**src/rtl/adder_share_arbiter.sv**
```systemverilog
// Round-robin arbiter sharing one N-bit adder among R requesters.
// Two-stage pipeline (grant/capture, add/result) with result backpressure.
module adder_share_arbiter #(
  parameter int unsigned N    = 32,
  parameter int unsigned R    = 4,
  parameter int unsigned IDW  = $clog2(R),
  parameter int unsigned CNTW = 16
) (
  input  logic            clk,
  input  logic            rst,
  input  logic [R-1:0]    req,
  input  logic [R*N-1:0]  a_flat,
  input  logic [R*N-1:0]  b_flat,
  output logic [R-1:0]    gnt,
  input  logic            res_ready,
  output logic            res_valid,
  output logic [N-1:0]    result,
  output logic            res_carry,
  output logic [IDW-1:0]  res_id,
  output logic [CNTW-1:0] ops_done
);

  localparam int unsigned PW = IDW + 1;

  logic [IDW-1:0] ptr;
  logic [R-1:0]   eligible;
  logic [IDW-1:0] winner;
  logic           found;
  logic [PW-1:0]  idx;
  logic           stall;

  logic [N-1:0]   op_a;
  logic [N-1:0]   op_b;
  logic [IDW-1:0] op_id;
  logic           op_vld;

  logic [N-1:0]   a_arr [R];
  logic [N-1:0]   b_arr [R];

  for (genvar g = 0; g < R; g++) begin : g_unpack
    assign a_arr[g] = a_flat[g*N +: N];
    assign b_arr[g] = b_flat[g*N +: N];
  end

  assign stall    = res_valid & ~res_ready;
  // A requester granted last edge sits out one round of arbitration
  assign eligible = req & ~gnt;

  // First eligible index starting at ptr, wrapping at R
  always_comb begin
    winner = '0;
    found  = 1'b0;
    idx    = '0;
    for (int unsigned k = 0; k < R; k++) begin
      idx = {1'b0, ptr} + PW'(k);
      if (idx >= PW'(R)) idx = idx - PW'(R);
      if (!found && eligible[idx[IDW-1:0]]) begin
        found  = 1'b1;
        winner = idx[IDW-1:0];
      end
    end
  end

  always_ff @(posedge clk or posedge rst) begin
    if (rst) begin
      ptr       <= '0;
      gnt       <= '0;
      op_a      <= '0;
      op_b      <= '0;
      op_id     <= '0;
      op_vld    <= 1'b0;
      result    <= '0;
      res_carry <= 1'b0;
      res_id    <= '0;
      res_valid <= 1'b0;
      ops_done  <= '0;
    end else begin
      if (res_valid && res_ready) ops_done <= ops_done + CNTW'(1);
      if (stall) begin
        gnt <= '0;
      end else begin
        if (found) begin
          gnt    <= R'(1) << winner;
          op_a   <= a_arr[winner];
          op_b   <= b_arr[winner];
          op_id  <= winner;
          op_vld <= 1'b1;
          ptr    <= (winner == IDW'(R - 1)) ? '0 : winner + IDW'(1);
        end else begin
          gnt    <= '0;
          op_vld <= 1'b0;
        end
        {res_carry, result} <= {1'b0, op_a} + {1'b0, op_b};
        res_id              <= op_id;
        res_valid           <= op_vld;
      end
    end
  end

endmodule

```
**config.mk**
```make
export PLATFORM = sky130hd
export DESIGN_NAME = adder_share_arbiter
export DESIGN_NICKNAME = d
export VERILOG_FILES = /design/src/rtl/adder_share_arbiter.sv
export SDC_FILE = /design/constraint.sdc
export NUM_CORES = 1
export LEC_CHECK = 0
export ABC_AREA = 1
export BUFFER_PORTS_ARGS = -buffer_cell sky130_fd_sc_hd__buf_2
export CORE_ASPECT_RATIO = 1.1
export CORE_MARGIN = 2
export CORE_UTILIZATION = 53
export DETAILED_ROUTE_END_ITERATION = 7
export PLACE_DENSITY = 0.88
export SLEW_MARGIN = 10
export SYNTH_ARGS = -nofsm -noshare
export SYNTH_HDL_FRONTEND = slang
export SYNTH_SLANG_ARGS = --single-unit
```
**constraint.sdc**
```tcl
create_clock -name clk -period 5.97 [get_ports clk]
set_clock_uncertainty 0.05 [all_clocks]
set_input_delay 1.194 -clock clk [delete_from_list [all_inputs] [get_ports clk]]
set_output_delay 1.194 -clock clk [all_outputs]
set_load 0.02 [all_outputs]
```
==> results.md <==
- Sink of the worst hold path: res_valid
- H-Tree Depth: 4
- Crit-path leading delay family: buffers and inverters
- Status: complete, no violations
- Lkg Pwr: 7.639 nW
- Cell variety after synth: 37
- Arr. time, crit path: 3.98 ns
- Max Cap Viol: 0
- Worst r2r dst: op_b[25]
- Initial antenna violation count: 1
- EDFF count, synth: 0
- # rows: 53
- Fillers: 1785
- Slew @ Worst Pin: 1.224 ns
- Vias per cell: 5.201
- Post-synthesis cell area: 10190 um2
- Post-synthesis sequential area ratio: 30.69%
- CTS Buf Count: 17
- Leading post-synthesis cells by cell area: dfrtp_1 31%, nand2_1 21%, nand3_1 16%, inv_1 11%, ha_1 4.5%
- Met2 wire len: 15070 um
- Crit. End Element: flop
- Area leader, netlist: dfrtp_1
- Rel. slew slack: 18.41%
- Most common cell in the netlist: nand2_1
- Main synth FF type: dfrtp_1
- Critical Path Start Type: input port
- Peak supply drop: 503.5 uV
- Pwr/cell area: 707.4 nW/um2
- Top-Level Pins: 319
- Routed wire length: 32200 um
- Synthesis Warnings: 0
- Cts hold-fix bufs: 0
- Critical path peak fanout: 65
- Post-synthesis mux area share: 0%
- Met1 Wirelength: 14190 um
- DR top layer: met4
- First-pass GRT wire length: 49890 um
- Final nets: 2246
- Inst Count DP: 2173
- DPL Wire Length: 24460 um
- Grt ovf: 0
- Complex-gate fraction of the synthesized area: 5.131%
- DRT Pass-1 Iters: 6
- Clock root cell: clkbuf_16
- R2R Setup Slk: 2.59 ns
- Syn Area/Cell: 6.085 um2
- Fraction of layout cells with a size suffix above 1: 19.10%
- Maximum clock rate: 0.2687 GHz
- GRT Total Usage: 31.08%
- Largest family of logic cells by synthesized area: simple AND/OR/NAND/NOR gates
- CP cell instances: buf_2, nor2_2, buf_4, inv_1, o21ai_4, inv_2, nand2_1, o21a_1
- Final hold vios: 0
- Critical path launch point: res_ready
- Hold path start: op_vld
- Post-synthesis xor/xnor area fraction: 1.719%
- CTS Sinks: 125
- Crit path buf inv count: 4
- Unrepaired setup endpoints after global routing: no
- WL per Instance: 14.59 um
- Hold Crit Class: flop to flop
- DIE AREA: 20360 um2
- Longest Clk Path Bufs: 2
- CP required: 6.23 ns
- Syn nets: 1976
- Pin count of the biggest net entering global routing: 119
- Number of global-route vias before repair: 10170
- Setup CP Type: input port to flop
- Core box area: 18970 um2
- Iter 0 DRT Violations: 1028
- Post-synth ARST share: 100.0%
- Setup Viol. Count Final: 0
- CTS tree: done
- Die Ht: 149.4 um
- Final ANT Viol Nets: 0
- Synth Area in Simple Gates: 42.45%
- Synth Register Bits: 125
- Die extent in x: 136.2 um
- RR Startpoint: ptr[0]
- DRC viols: 0
- Routed wl met3: 2358 um
- Fin cells: 2207
- Fin crit period: 3.722 ns
- Initial core utilization: 53.74%
- Synth cell count leaders: 582 x nand2_1, 317 x nand3_1, 303 x inv_1
- DR vias: 11480
- Worst path slowest cell: inv_2
- Fin crit share: 62.34%
- Adder-Cell Fraction of Synth Area: 4.739%
- Port Buffers: 318
- Routability cong.: 0.9373
- Reg2Reg Depth: 15
- Setup TNS: 0 ns
- Clock transition at the registers of the reported paths: 0.06 ns
- Worst path max stage delay: 0.87 ns
- Yosys top cell area share: 30.69%
- Synthesized instance count: 1675
- Hold depth: 2
- # resized after CTS: 0
- Area delta synth->final: 21.15%
- Post-CTS setup buffers: 0
- Final Max Tran Viols: 0
- Clock Latency Late Sink: 0.42 ns
worst min-delay path: cells and delay by family, from the launching register on:
kind          cells  cell delay [ns]
buf+inv           1             0.05
simple gates      1             0.06
flops             1             0.32
registers in the layout, summed over array words and instances, names as in the netlist:
name	flops
op_a	32
op_b	32
result	32
ops_done	16
gnt	4
op_id	2
ptr	2
res_id	2
op_vld	1
res_carry	1
res_valid	1
placed cells by master (no fill, tap or decap), drive strengths merged, types with 22 or more instances in the layout:
cell type  instances
inv              307
dfrtp            125
clkbuf            22
nand3            317
nor2              73
ha                37
o21ai             36
a21oi             41
nand2            585
buf              326
power by group:
group	switching (mW)	internal [mW]
Combinational	4.21	1.96
Sequential	0.302	1.29
Clock	0.379	0.602
cell type report:
cell class,instances,area [um2],share of cell area (%)
diodes,2,5.005,0.04053
clock buffers,22,474.2,3.840
clock inverters,10,88.84,0.7194
inverters,306,1154,9.342
well taps,247,309.0,2.503
flip-flops and latches,125,3128,25.33
multi-input cells,1169,5538,44.85
repair buffers,326,1652,13.38
cell families after synthesis:
family | count (synthesis)
adder cells (fa/ha/maj) | 38
AO/OA/AOI/OAI | 94
AND/OR/NAND/NOR | 1017
flip-flops | 125
XOR/XNOR | 20
buffers and inverters | 381
layer usage:
layer / vias to the layer above / track usage, %
met5: - / 0
met4: 0 / 8.854
met3: 44 / 4.641
met2: 491 / 50.05
met1: 5214 / 43.48
li1: 5729 / -
worst max path at each step:
stage                           to  slack, ns  depth (start not counted)
final                     op_id[0]       2.25                          8
after global routing      op_id[0]       2.04                          8
after CTS                 op_id[0]       2.26                          8
after detailed placement  op_id[0]       1.85                          8
after global placement    op_id[0]       1.92                          8
after floorplan             gnt[0]       1.40                          1
stage by stage:
step	util [%]	setup slack (ns)	power [mW]	hold WS (ns)	instance area, um2
floorplan	-	1.398	6.176	0.3698	10190
global placement	62.11	1.915	7.583	0.3920	11780
detailed placement	62.11	1.846	7.649	0.3923	11780
CTS	65.08	2.262	8.678	0.4076	12340
global route	65.08	2.041	9.572	0.4364	12340
finish	65.11	2.248	8.736	0.4054	12350
No activity file was read; power rests on OpenSTA's default activity.
